==> src/rtl/move_sequencer.sv <==
// Move sequencer: accepts one from/to request, pre-screens it, asks the legality checker,
// then clears the source and writes the destination square; owns turn, move count and game-over.
module move_sequencer #(
    parameter int unsigned CHECK_TIMEOUT = 16,
    parameter int unsigned MOVE_CNT_W    = 10
) (
    input  logic                  i_clk,
    input  logic                  i_reset,
    input  logic                  i_req_valid,
    output logic                  o_req_ready,
    input  logic [5:0]            i_req_from,
    input  logic [5:0]            i_req_to,
    input  logic [255:0]          i_board,
    output logic                  o_chk_req,
    output logic [5:0]            o_chk_from,
    output logic [5:0]            o_chk_to,
    input  logic                  i_chk_done,
    input  logic                  i_chk_allow,
    output logic                  o_wr_en,
    output logic [5:0]            o_wr_sq,
    output logic [3:0]            o_wr_piece,
    output logic                  o_turn,
    output logic                  o_move_done,
    output logic                  o_reject,
    output logic                  o_timeout,
    output logic [MOVE_CNT_W-1:0] o_move_count,
    output logic                  o_game_over,
    output logic                  o_winner
);

    localparam int unsigned CNT_W     = (CHECK_TIMEOUT > 1) ? $clog2(CHECK_TIMEOUT) : 1;
    localparam logic [2:0]  KING_TYPE = 3'd6;

    typedef enum logic [2:0] {
        S_IDLE, S_CHECK, S_WAIT, S_CLEAR, S_WRITE, S_COMMIT, S_REJECT, S_OVER
    } state_t;

    state_t                r_state;
    state_t                w_next_state;
    logic [5:0]            r_from;
    logic [5:0]            r_to;
    logic [3:0]            r_mv_piece;
    logic [2:0]            r_cap_type;
    logic [CNT_W-1:0]      r_wait_cnt;

    logic                  r_req_ready;
    logic                  r_chk_req;
    logic                  r_wr_en;
    logic [5:0]            r_wr_sq;
    logic [3:0]            r_wr_piece;
    logic                  r_turn;
    logic                  r_move_done;
    logic                  r_reject;
    logic                  r_timeout;
    logic [MOVE_CNT_W-1:0] r_move_count;
    logic                  r_game_over;
    logic                  r_winner;

    logic [7:0]            w_from_idx;
    logic [7:0]            w_to_idx;
    logic [3:0]            w_src_piece;
    logic [3:0]            w_dst_piece;
    logic                  w_accept;
    logic                  w_bad_req;
    logic                  w_wait_expired;

    logic                  w_req_ready;
    logic                  w_chk_req;
    logic                  w_wr_en;
    logic [5:0]            w_wr_sq;
    logic [3:0]            w_wr_piece;
    logic                  w_turn;
    logic                  w_move_done;
    logic                  w_reject;
    logic                  w_timeout;
    logic [MOVE_CNT_W-1:0] w_move_count;
    logic                  w_game_over;
    logic                  w_winner;

    // Snapshot of the two squares involved, taken in the accept cycle
    assign w_from_idx     = {i_req_from, 2'b00};
    assign w_to_idx       = {i_req_to, 2'b00};
    assign w_src_piece    = i_board[w_from_idx +: 4];
    assign w_dst_piece    = i_board[w_to_idx +: 4];
    assign w_accept       = (r_state == S_IDLE) && i_req_valid && r_req_ready;
    assign w_bad_req      = (i_req_from == i_req_to) || (w_src_piece == 4'd0) ||
                            (w_src_piece[3] != r_turn);
    assign w_wait_expired = (r_wait_cnt == CNT_W'(CHECK_TIMEOUT - 1));

    // State register
    always_ff @(posedge i_clk) begin
        if (i_reset) begin
            r_state <= S_IDLE;
        end else begin
            r_state <= w_next_state;
        end
    end

    // Next-state logic
    always_comb begin
        w_next_state = r_state;
        case (r_state)
            S_IDLE:   if (w_accept) w_next_state = w_bad_req ? S_REJECT : S_CHECK;
            S_CHECK:  w_next_state = S_WAIT;
            S_WAIT: begin
                if (i_chk_done) begin
                    w_next_state = i_chk_allow ? S_CLEAR : S_REJECT;
                end else if (w_wait_expired) begin
                    w_next_state = S_REJECT;
                end
            end
            S_CLEAR:  w_next_state = S_WRITE;
            S_WRITE:  w_next_state = S_COMMIT;
            S_COMMIT: w_next_state = (r_cap_type == KING_TYPE) ? S_OVER : S_IDLE;
            S_REJECT: w_next_state = S_IDLE;
            S_OVER:   w_next_state = S_OVER;
            default:  w_next_state = S_IDLE;
        endcase
    end

    // Output logic: values the output registers take for the upcoming state
    always_comb begin
        w_chk_req    = 1'b0;
        w_wr_en      = 1'b0;
        w_wr_sq      = 6'd0;
        w_wr_piece   = 4'd0;
        w_move_done  = 1'b0;
        w_reject     = 1'b0;
        w_timeout    = 1'b0;
        w_turn       = r_turn;
        w_move_count = r_move_count;
        w_game_over  = r_game_over;
        w_winner     = r_winner;
        case (w_next_state)
            S_CHECK: w_chk_req = 1'b1;
            S_CLEAR: begin
                w_wr_en = 1'b1;
                w_wr_sq = r_from;
            end
            S_WRITE: begin
                w_wr_en    = 1'b1;
                w_wr_sq    = r_to;
                w_wr_piece = r_mv_piece;
            end
            S_COMMIT: begin
                w_move_done = 1'b1;
                w_turn      = ~r_turn;
                if (r_move_count != {MOVE_CNT_W{1'b1}}) begin
                    w_move_count = r_move_count + MOVE_CNT_W'(1);
                end
                if (r_cap_type == KING_TYPE) begin
                    w_game_over = 1'b1;
                    w_winner    = r_mv_piece[3];
                end
            end
            S_REJECT: begin
                w_reject  = 1'b1;
                w_timeout = (r_state == S_WAIT) && !i_chk_done;
            end
            default: ;
        endcase
        w_req_ready = (w_next_state == S_IDLE) && !w_game_over;
    end

    // Move latches, wait counter and output registers
    always_ff @(posedge i_clk) begin
        if (i_reset) begin
            r_from       <= 6'd0;
            r_to         <= 6'd0;
            r_mv_piece   <= 4'd0;
            r_cap_type   <= 3'd0;
            r_wait_cnt   <= '0;
            r_req_ready  <= 1'b1;
            r_chk_req    <= 1'b0;
            r_wr_en      <= 1'b0;
            r_wr_sq      <= 6'd0;
            r_wr_piece   <= 4'd0;
            r_turn       <= 1'b0;
            r_move_done  <= 1'b0;
            r_reject     <= 1'b0;
            r_timeout    <= 1'b0;
            r_move_count <= '0;
            r_game_over  <= 1'b0;
            r_winner     <= 1'b0;
        end else begin
            if (w_accept) begin
                r_from     <= i_req_from;
                r_to       <= i_req_to;
                r_mv_piece <= w_src_piece;
                r_cap_type <= w_dst_piece[2:0];
            end
            if (r_state == S_CHECK) begin
                r_wait_cnt <= '0;
            end else if (r_state == S_WAIT) begin
                r_wait_cnt <= r_wait_cnt + CNT_W'(1);
            end
            r_req_ready  <= w_req_ready;
            r_chk_req    <= w_chk_req;
            r_wr_en      <= w_wr_en;
            r_wr_sq      <= w_wr_sq;
            r_wr_piece   <= w_wr_piece;
            r_turn       <= w_turn;
            r_move_done  <= w_move_done;
            r_reject     <= w_reject;
            r_timeout    <= w_timeout;
            r_move_count <= w_move_count;
            r_game_over  <= w_game_over;
            r_winner     <= w_winner;
        end
    end

    assign o_req_ready  = r_req_ready;
    assign o_chk_req    = r_chk_req;
    assign o_chk_from   = r_from;
    assign o_chk_to     = r_to;
    assign o_wr_en      = r_wr_en;
    assign o_wr_sq      = r_wr_sq;
    assign o_wr_piece   = r_wr_piece;
    assign o_turn       = r_turn;
    assign o_move_done  = r_move_done;
    assign o_reject     = r_reject;
    assign o_timeout    = r_timeout;
    assign o_move_count = r_move_count;
    assign o_game_over  = r_game_over;
    assign o_winner     = r_winner;

endmodule

==> config.mk <==
export PLATFORM = sky130hd
export DESIGN_NAME = move_sequencer
export DESIGN_NICKNAME = d
export VERILOG_FILES = /design/src/rtl/move_sequencer.sv
export SDC_FILE = /design/constraint.sdc
export NUM_CORES = 1
export LEC_CHECK = 0
export BUFFER_PORTS_ARGS = -buffer_cell sky130_fd_sc_hd__buf_2
export CAP_MARGIN = 10
export CORE_MARGIN = 8
export CORE_UTILIZATION = 42
export DETAILED_ROUTE_END_ITERATION = 6
export PLACE_DENSITY = 0.79
export SKIP_CTS_REPAIR_TIMING = 1
export SYNTH_ARGS = -nofsm -noshare
export SYNTH_HDL_FRONTEND = slang
export SYNTH_SLANG_ARGS = --single-unit
export TNS_END_PERCENT = 10
==> constraint.sdc <==
create_clock -name i_clk -period 3.1 [get_ports i_clk]
set_input_delay 0.31 -clock i_clk [delete_from_list [all_inputs] [get_ports i_clk]]
set_output_delay 0.31 -clock i_clk [all_outputs]
set_load 0.05 [all_outputs]
Word-level counts from Yosys, hierarchy flattened
Cells that the tools add are included.
{"block": "totals", "reg_bits": 55}
{"block": "classes", "add_sub_neg": 2, "n_eq_ne": 17, "n_shift": 2, "n_mux": 14, "n_bitwise": 3, "n_reduce_logical": 17}
{"op": "$shiftx A256 B9 Y3", "count": 1}
{"op": "$shiftx A256 B9 Y4", "count": 1}
{"op": "$eq A3 B3 Y1 const B", "count": 8}
{"op": "$pmux W3 S8", "count": 1}
{"op": "$mux W3", "count": 6}
{"op": "$pmux W6 S2", "count": 1}
{"op": "$add A10 B1 Y10 const B", "count": 1}
{"op": "$ne A10 B10 Y1 const B", "count": 1}
{"op": "$eq A3 B2 Y1 const B", "count": 3}
{"op": "$reduce_or A2 Y1", "count": 4}
{"op": "$eq A3 B1 Y1 const B", "count": 2}
{"op": "$eq A6 B6 Y1", "count": 1}
{"op": "$logic_not A3 Y1", "count": 2}
{"op": "$mux W1", "count": 6}
{"op": "$add A4 B1 Y4 const B", "count": 1}
{"op": "$eq A4 B4 Y1 const B", "count": 1}
{"op": "$logic_and A1 B1 Y1", "count": 4}
{"op": "$logic_not A4 Y1", "count": 1}
{"op": "$reduce_and A2 Y1", "count": 2}
{"op": "$not A1 Y1", "count": 3}
{"op": "$logic_not A1 Y1", "count": 2}
{"op": "$logic_or A1 B1 Y1", "count": 2}
{"op": "$ne A1 B1 Y1", "count": 1}

Logic depth before layout (Yosys ltp)
Gate-level depths: netlist of run 1.
{"block": "logic_depth", "depth_word": 11, "ltp_mapped": 12, "depth_no_buf": 8}

Worst setup path after synthesis of run 1
Ideal clock, no wire load.
{"block": "synth_timing", "kind": "input to register", "startpoint": "input i_req_from[2]", "endpoint": "register r_wr_sq[0], in the netlist o_wr_sq[0]", "setup_ns": 0.084, "t_arrival_ns": 2.812, "required_time_ns": 3.016, "path_slack_ns": 0.204, "path_stages": 10, "path_cell_list": "clkbuf_1 > clkbuf_1 > mux4_2 > mux4_2 > mux2i_1 > mux2i_1 > or4_1 > o21a_1 > buf_6 > o31ai_2"}
{"block": "synth_via", "elab_chain_len": 9, "elab_cells_between_ends": 12, "classes_between": "eq/ne (4); shift (1); mux (4); reduce/logical (3)"}
{"element": "from (decl)", "line": "11", "text": "input logic [5:0] i_req_from,"}
{"element": "$shiftx A256 B9 Y4", "line": "83", "text": "assign w_src_piece = i_board[w_from_idx +: 4];"}
{"element": "$logic_not A4 Y1", "line": "86", "text": "assign w_bad_req = (i_req_from == i_req_to) || (w_src_piece == 4'd0) ||"}
{"element": "$logic_or A1 B1 Y1", "line": "86"}
{"element": "$logic_or A1 B1 Y1 (*)", "line": "86"}
{"element": "$mux W3 (*) (2 in series)", "line": "103", "text": "S_IDLE: if (w_accept) w_next_state = w_bad_req ? S_REJECT : S_CHECK;"}
{"element": "$pmux W3 S8 (*)", "line": "102", "text": "case (r_state)"}
{"element": "$eq A3 B3 Y1 or $eq A3 B2 Y1 (tied branches)", "line": "134", "text": "case (w_next_state)"}
{"element": "$pmux W6 S2 (*)", "line": "134"}
{"element": "to (signal assigned)", "line": "200", "text": "r_wr_sq <= w_wr_sq;"}
{"element": "to (decl)", "line": "49", "text": "logic [5:0] r_wr_sq;"}
Mark *: on every way between the ends. The rest lies on a longest branch, timed or not.
A chain may end at the register's enable or synchronous reset.

Final worst setup path of run 1
{"block": "layout_timing", "startpoint": "input i_req_from[0]", "endpoint": "register r_chk_req, in the netlist o_chk_req"}
{"block": "layout_via", "elab_chain_len": 9, "elab_cells_between_ends": 11, "classes_between": "eq/ne (3); shift (1); mux (4); reduce/logical (3)"}
{"element": "$shiftx A256 B9 Y4", "line": "83"}
{"element": "$logic_not A4 Y1", "line": "86"}
{"element": "$logic_or A1 B1 Y1", "line": "86"}
{"element": "$logic_or A1 B1 Y1 (*)", "line": "86"}
{"element": "$mux W3 (*) (2 in series)", "line": "103"}
{"element": "$pmux W3 S8 (*)", "line": "102"}
{"element": "$eq A3 B1 Y1 (*)", "line": "134"}
{"element": "$mux W1 (*)", "line": "134"}
{"element": "to (signal assigned)", "line": "198", "text": "r_chk_req <= w_chk_req;"}
{"element": "to (decl)", "line": "47", "text": "logic r_chk_req;"}
Marks and branches as above.

==> summary.txt, run 1 <==
Synthesis
  • Top post-synthesis cells by area: mux4_2 50%, dfxtp_1 19%, nand2_1 3.6%, mux2i_1 3.6%, a21oi_1 2.4%
  • Synthesized instance count: 511
  • Cell Area, Synth: between 5000 and 6000 um2
  • Ys Warns: 0
  • Most common cell in the netlist: mux4_2
  • Synth top cells by count: 130 x mux4_2, 57 x nand2_1, 55 x dfxtp_1
  • Post-synthesis sequential area ratio: 18.6%
  • Number of synthesized flops with an enable pin: 0
  • Number of synthesized register bits: 55
  • Area share of the largest cell type after synthesis: between 40% and 50%
  • Synth Area per Inst: around 12 um2
  • Post-Synthesis Net Count: 786
  • Synth Flop Type: dfxtp_1
  • Ys async rst share: 0%
  • Count of cell types in the netlist: 56
  • Yosys top cell by area: mux4_2

Power
  • P_leak: approximately 3.4 nW
  • VDD IR-drop max: 0.261 mV
  • Power per Cell Area: 437 nW/um2

CTS
  • H-tree depth: 2
  • Clock transition at path regs: 0.07 ns
  • TritonCTS Buffers: 5
  • Root buffer cell: clkbuf_16
  • Later-pin clock latency in the skew report: 0.29 ns
  • Clock tree from TritonCTS: yes
  • # clock sinks: 55
  • CTS Buffer Depth: 2

Run status
  • Status: finished clean

Routing
  • Via count: 5920
  • Iter 0 DRT Violations: 464
  • ANT nets after route: 0
  • Routed len/inst: 23.4 um
  • Wirelength, routed: 23000 um
  • DRC: 0
  • Drt via density: 6.02
  • Drt pass-1 iters: 5

Timing
  • Final setup violation count: 0
  • Final Hold Viols: 0
  • Fmax: 363 MHz
  • Final min period: 2.75 ns
  • RSZ-0062 raised after global routing: no
  • Slew HR: about 44%
  • Final period utilization: 88.8%
  • Setup TNS: 0 ns
  • Final Skew: 0.00503 ns
  • Max Transition Viols Final: 0
  • Worst Tran Pin Value: 0.843 ns

Die
  • Die height: 135 um
  • Initial Util: 42.8%
  • Die area: 18100 um2
  • # rows: 43
  • # IOs: 314
  • Die X: ~130 um
  • Core Area: ~14000 um2

Placed design
  • PortBufs: 313
  • HPWL after DPL: 19500 um
  • DP Area: 7730 um2
  • Final GP Congestion: 0.903

Global routing
  • Global-route wire length before repair: 35500 um
  • Vias in the first global route: 6395
  • Total GRT Usage: 24.9%
  • Initial antenna violation count: 6
  • Largest net degree at the start of global routing: between 50 and 60
  • Total grt overflow: 0

Critical path
  • Startpoint Class: input pin
  • Kind of critical path: input pin to flop
  • Maximum fanout along the worst path: 19
  • Critical Path AT: 2.96 ns
  • R2R Setup Slk: 0.60 ns
  • Required @ worst endpoint: 3.31 ns
  • Crit end category: flop

Finish
  • P&R area growth vs syn: 33.9%
  • Finished Cell Area: 7920 um2
  • Layout cells sized above 1: around three fifths
  • Layout Nets: 1074

Job
  • Max Cap Viol: 0

Min path
  • Worst hold path class: input pin to flop
-- logic make-up (layout without fill, tap and decap cells) --
group	count (synthesis)	count (layout)	share of synthesized area, %
adders and majority gates	2	2	0.423
AOI/OAI and AO/OA	83	83	9.50
xor gates and xnor gates	13	13	1.93
DFF	55	55	18.6
buffers and inverters	66	355	4.87
and+or+nand+nor	140	140	11.4
muxes	152	152	53.2
other	0	4	0
-- placed cells by master (no fill, tap or decap), types with 6 or more instances in the layout --
cell / Yosys / routed
nand2_1: 57 / 57
buf_2: 11 / 311
buf_12: 0 / 8
nor3_1: 6 / 6
nor2_1: 28 / 28
o31ai_2: 6 / 6
mux4_2: 130 / 130
nand3_1: 9 / 9
xor2_1: 9 / 9
a21oi_1: 28 / 28
a22oi_1: 6 / 6
mux2i_1: 21 / 21
dfxtp_1: 55 / 55
inv_1: 11 / 11
buf_4: 1 / 16
o21ai_0: 14 / 14
-- worst paths after layout --
kind | end | from | depth (start not counted)
setup / recovery | o_chk_req | i_req_from[0] | 9
hold reg to reg | o_wr_piece[1] | r_mv_piece[1] | 1
setup reg to reg | o_chk_req | r_state[1] | 7
hold / removal | o_timeout | i_chk_done | 4
-- sequential cells by signal, summed over array words and instances (netlist names), 3 cells and up --
signal	cells
o_move_count	10
o_chk_from	6
o_chk_to	6
o_wr_sq	6
o_wr_piece	4
r_mv_piece	4
r_wait_cnt	4
r_cap_type	3
r_state	3
-- power by group --
group / switching (mW) / internal [mW] / total [mW] / leakage, nW
Clock: 0.242 / 0.402 / 0.643 / 0.0869
Combinational: 1.06 / 0.802 / 1.86 / 2.82
Sequential: 0.115 / 0.841 / 0.956 / 0.447
-- critical path, cell delays in order --
cell	delay, ns
buf_4	0.30
mux4_2	0.54
mux4_2	0.49
mux2i_1	0.16
mux2i_1	0.16
or4_1	0.43
o21a_1	0.21
buf_12	0.15
nor4b_2	0.21
-- cell type report --
cell class              count  area (um2)
diodes                      4        10.0
clock buffers               6         139
clock inverters             2        35.0
fillers                  1182        5910
inverters                  12        45.0
multi-input cells         390        4530
flip-flops and latches     55        1100
well taps                 180         225
repair buffers            335        1840
-- through the flow --
step	setup WS, ns	hold WS (ns)	power (mW)	utilization (%)	std cells
2_1_floorplan	0.204	0.431	2.23	-	511
3_3_place_gp	0.0620	0.455	2.81	55.9	972
3_5_place_dp	0.0384	0.462	2.83	55.9	972
4_1_cts	0.339	0.322	3.47	57.2	980
5_1_grt	0.157	0.333	3.67	57.2	983
6_report	0.346	0.338	3.46	57.3	984
-- layer usage --
layer | up-vias | part of all wire [%] | GRT usage (%)
met5 | - | 0.12 | 0
met4 | 6 | 3.3 | 9.79
met3 | 60 | 9.5 | 6.50
met2 | 361 | 52 | 43.2
met1 | 2846 | 35 | 28.7
li1 | 2647 | - | -
Power figures use the tool's default switching activity.
==> run 2: changes to the inputs <==
==> constraint.sdc (replaced) <==
create_clock -name i_clk -period 3.1 [get_ports i_clk]
set_input_delay 0.62 -clock i_clk [delete_from_list [all_inputs] [get_ports i_clk]]
set_output_delay 0.62 -clock i_clk [all_outputs]
set_load 0.05 [all_outputs]
==> summary.txt, run 2 (same netlist as run 1, synthesis figures left out) <==
Routing
  • DRC: 0
  • Drt pass-1 iters: 5
  • Drt via density: 6.08
  • Iter 0 DRT Violations: 474
  • Wirelength, routed: 23600 um
  • ANT nets after route: 0
  • Via count: between 6000 and 7000
  • Routed len/inst: between 20 and 25 um

Timing
  • Final setup margin: 0.169 ns
  • Fmax: ~340 MHz
  • Max Transition Viols Final: 0
  • Setup TNS: 0 ns
  • Final min period: 2.93 ns
  • Hold WS: 0.468 ns
  • Slew HR: 46.3%
  • Final Hold Viols: 0
  • Final setup violation count: 0
  • Final Skew: roughly 0.0060 ns
  • RSZ-0062 raised after global routing: no
  • Worst Tran Pin Value: 0.805 ns
  • Final period utilization: 94.5%

Critical path
  • Maximum fanout along the worst path: 19
  • Critical Path AT: approximately 3.1 ns
  • Reg2reg end: o_wr_sq[3]
  • Crit path to: o_wr_sq[3]
  • Critical path origin: i_req_from[0]
  • R2R Setup Slk: between 0.4 and 0.5 ns
  • Required @ worst endpoint: roughly 3.3 ns
  • Critical path's slowest cell: mux4_2
  • Crit end category: flop
  • CP Cell Sequence: buf_6 -> mux4_2 -> mux4_2 -> mux2i_1 -> mux2i_1 -> or4_1 -> o21a_1 -> buf_12 -> o31ai_2
  • Crit path largest cell delay: 0.52 ns
  • Kind of critical path: input pin to flop
  • Reg2reg start: r_state[0]
  • Startpoint Class: input pin
  • Worst-case reg-to-reg path depth: 7

Placed design
  • PortBufs: 313
  • DP Cell Count: 979
  • Dpl ws: -0.246 ns
  • HPWL after DPL: 20200 um
  • Final GP Congestion: 0.894
  • DP Area: 7790 um2

Finish
  • Most frequent cells in the layout: 311 x buf_2, 130 x mux4_2, 57 x nand2_1, 55 x dfxtp_1
  • P&R area growth vs syn: 34.5%
  • Layout Nets: 1081
  • Number of flip-flops in the largest register: 10
  • Leading cell type in the layout, fill and taps excluded: buf_2
  • Finished Cell Area: 7960 um2
  • Post-layout util: 57.6%
  • Layout cells sized above 1: between 60 and 70%
  • Final Non-Filler Cells: 996

CTS
  • Clock transition at path regs: around 0.07 ns
  • CTS Buffer Depth: 2
  • TritonCTS Buffers: 5
  • Later-pin clock latency in the skew report: 0.29 ns
  • Root buffer cell: clkbuf_16
  • # clock sinks: 55
  • Clock tree from TritonCTS: yes
  • H-tree depth: 2

Global routing
  • Total GRT Usage: 25.5%
  • Initial antenna violation count: 10
  • Total grt overflow: 0
  • Vias in the first global route: about 6500
  • Global-route wire length before repair: 36100 um
  • Largest net degree at the start of global routing: 51

Die
  • Die X: 135 um
  • # IOs: around 310
  • Die area: 18100 um2
  • # rows: 43
  • Initial Util: 42.8%
  • Core Area: approximately 14000 um2
  • Die height: 135 um

Power
  • Total power: 3.36 mW
  • P_leak: 3.37 nW
  • Power per Cell Area: 423 nW/um2
  • VDD IR-drop max: 0.271 mV

Min path
  • Worst hold path class: flop to flop

Job
  • Max Cap Viol: 0

Run status
  • Status: finished clean
[run 2: changes by cell type in the layout (fill, tap and decap cells not counted), sizes merged]
cell      before  now
buf          335  342
bufinv         1    0
diode          4    9
clkinvlp       0    1
[run 2: power breakdown]
group	internal, mW	switching (mW)	leakage, nW	total [mW]
clock	0.298	0.241	0.0669	0.539
sequential	0.841	0.150	0.447	0.991
combinational	0.800	1.03	2.85	1.83
total	1.94	1.42	3.37	3.36
[run 2: worst min-delay path by stage]
stage          cells after the start  slack (ns)             to          start
2_1_floorplan                      1        0.43  o_wr_piece[0]  r_mv_piece[0]
3_3_place_gp                       2        0.45  r_cap_type[0]  r_cap_type[0]
3_5_place_dp                       2        0.45  r_cap_type[0]  r_cap_type[0]
4_1_cts                            2        0.46  r_cap_type[0]  r_cap_type[0]
5_1_grt                            2        0.48  r_cap_type[1]  r_cap_type[1]
6_report                           2        0.47  r_cap_type[0]  r_cap_type[0]
[run 2: worst max-delay path: cells and delay by family]
kind                   cells  cell delay (ns)
and+or+nand+nor            1             0.42
buffers and inverters      2             0.36
AOI/OAI and AO/OA          2             0.42
muxes                      4             1.30
[run 2: per-layer routing]
metal | global-route usage, % | part of all wire (%)
met1 | 28.8 | 35
met2 | 43.7 | 51
met3 | 6.35 | 9.1
met4 | 12.9 | 4.2
met5 | 0 | 0.042
[run 2: layout make-up]
| class | instances | area [um2] |
|---|---|---|
| Tap cell | 180 | 225 |
| Sequential cell | 55 | 1100 |
| Multi-Input combinational cell | 390 | 4530 |
| Inverter | 12 | 45.0 |
| Clock buffer | 6 | 129 |
| Fill cell | 1214 | 5870 |
| Clock inverter | 2 | 12.5 |
| Timing Repair Buffer | 342 | 1900 |
| Antenna cell | 9 | 22.5 |
==> run 3: changes to the inputs <==
- CORE_UTILIZATION: 42 -> 43
- CTS_BUF_LIST: default -> sky130_fd_sc_hd__clkbuf_4 sky130_fd_sc_hd__clkbuf_8
- PLACE_DENSITY: 0.79 -> 0.8
==> summary.txt, run 3 (same netlist as run 1, synthesis figures left out) <==
Run status
  • Status: finished clean

CTS
  • Later-pin clock latency in the skew report: 0.31 ns
  • CTS Buffer Depth: 2
  • Root buffer cell: clkbuf_8
  • TritonCTS Buffers: 5
  • # clock sinks: 55
  • H-tree depth: 2
  • Clock tree from TritonCTS: yes
  • Clock transition at path regs: ~0.090 ns

Routing
  • ANT nets after route: 0
  • Routed len/inst: 23.8 um
  • Via count: 6128
  • DRC: 0
  • Metal3 WL: 2340 um
  • Wirelength, routed: 23800 um
  • Iter 0 DRT Violations: 519
  • Drt pass-1 iters: 5
  • Top sig layer: met5
  • Met2 wire len: approximately 12000 um
  • M1 WL: 8160 um
  • Drt via density: 6.10

Critical path
  • Critical Path AT: 3.15 ns
  • Crit end category: flop
  • Reg2reg start: r_state[0]
  • CP Cell Sequence: buf_4 -> buf_12 -> mux4_2 -> mux4_2 -> mux2i_1 -> mux2i_1 -> or4_1 -> o21a_4 -> o31ai_2
  • Critical path's slowest cell: mux4_2
  • Required @ worst endpoint: 3.32 ns
  • WP buf/inv: 2
  • Maximum fanout along the worst path: 10
  • Critical path origin: i_req_from[0]
  • Crit path largest cell delay: 0.50 ns
  • Kind of critical path: input pin to flop
  • Dominant delay contributor by cell family on the critical path: multiplexers
  • Startpoint Class: input pin

Placed design
  • HPWL after DPL: 19900 um
  • Dpl ws: -0.311 ns
  • PortBufs: 313
  • Final GP Congestion: 0.886
  • DP Cell Count: between 900 and 1000

Global routing
  • Global-route wire length before repair: 35500 um
  • Vias in the first global route: 6534
  • Initial antenna violation count: 14
  • Total grt overflow: 0
  • Total GRT Usage: 25.1%
  • Largest net degree at the start of global routing: 51

Finish
  • Post-layout util: 58.6%
  • Layout cells sized above 1: 61.8%
  • FILL cells: 1175
  • P&R area growth vs syn: 35.3%
  • Leading cell type in the layout, fill and taps excluded: buf_2
  • Final Non-Filler Cells: 1004
  • Most frequent cells in the layout: 311 x buf_2, 130 x mux4_2, 57 x nand2_1, 55 x dfxtp_1
  • Number of flip-flops in the largest register: 10
  • Layout Nets: 1088

Die
  • Die area: 17800 um2
  • Initial Util: between 40% and 50%
  • Die X: between 100 and 150 um
  • Core Area: 13700 um2
  • Die height: between 100 and 150 um
  • # rows: 43
  • # IOs: 314

Timing
  • Setup TNS: 0 ns
  • Final setup violation count: 0
  • Final Skew: approximately 0.012 ns
  • Max Transition Viols Final: 0
  • Slew HR: 46.6%
  • RSZ-0062 raised after global routing: no
  • Final setup margin: 0.177 ns
  • Final min period: 2.92 ns
  • Final Hold Viols: 0
  • Final period utilization: 94.3%
  • Worst Tran Pin Value: ~0.8 ns
  • Fmax: 342 MHz

Power
  • Power per Cell Area: 399 nW/um2
  • P_leak: about 3.4 nW
  • Total power: roughly 3.2 mW
  • VDD IR-drop max: 0.285 mV

Job
  • Max Cap Viol: 0

Min path
  • Worst hold path class: flop to flop
  • Hold Startpoint: r_mv_piece[1]
-- run 3: changes by cell type in the layout (fill, tap and decap cells not counted), sizes merged --
cell	delta
buf	+7
clkbuf	-1
clkinv	+1
diode	+1
-- run 3: final timing paths --
check / slack (ns) / endpoint / cells after the start
setup / recovery: 0.18 / o_wr_sq[5] / 9
hold / removal: 0.47 / o_wr_piece[1] / 1
setup reg to reg: 0.62 / o_wr_sq[5] / 6
hold reg to reg: 0.47 / o_wr_piece[1] / 1
-- run 3: per-layer routing --
metal  up-vias  GRT usage, %
li1       2698             -
met1      2946          27.8
met2       381          42.5
met3        95          7.64
met4         8          13.7
met5         -             0
-- run 3: power breakdown --
part           switching [mW]  internal, mW  leakage (nW)  total [mW]
Clock                   0.237         0.162        0.0444       0.399
Combinational            1.03         0.785          2.90        1.81
Sequential              0.145         0.840         0.447       0.985
-- run 3: layout make-up --
class	count	area (um2)	share of cell area [%]
clock inverter	3	25.0	0.313
antenna	10	25.0	0.313
tap	180	225	2.81
sequential	55	1100	13.8
inverter	12	45.0	0.563
clock buffer	5	68.8	0.860
multi-input combinational	390	4530	56.7
timing repair buffer	349	1980	24.7
-- run 3: per-stage QoR --
stage	instance area [um2]	hold slack, ns
finish	8000	0.465
global route	8000	0.495
CTS	7970	0.466
detailed placement	7880	0.447
global placement	7880	0.447
floorplan	5920	0.431
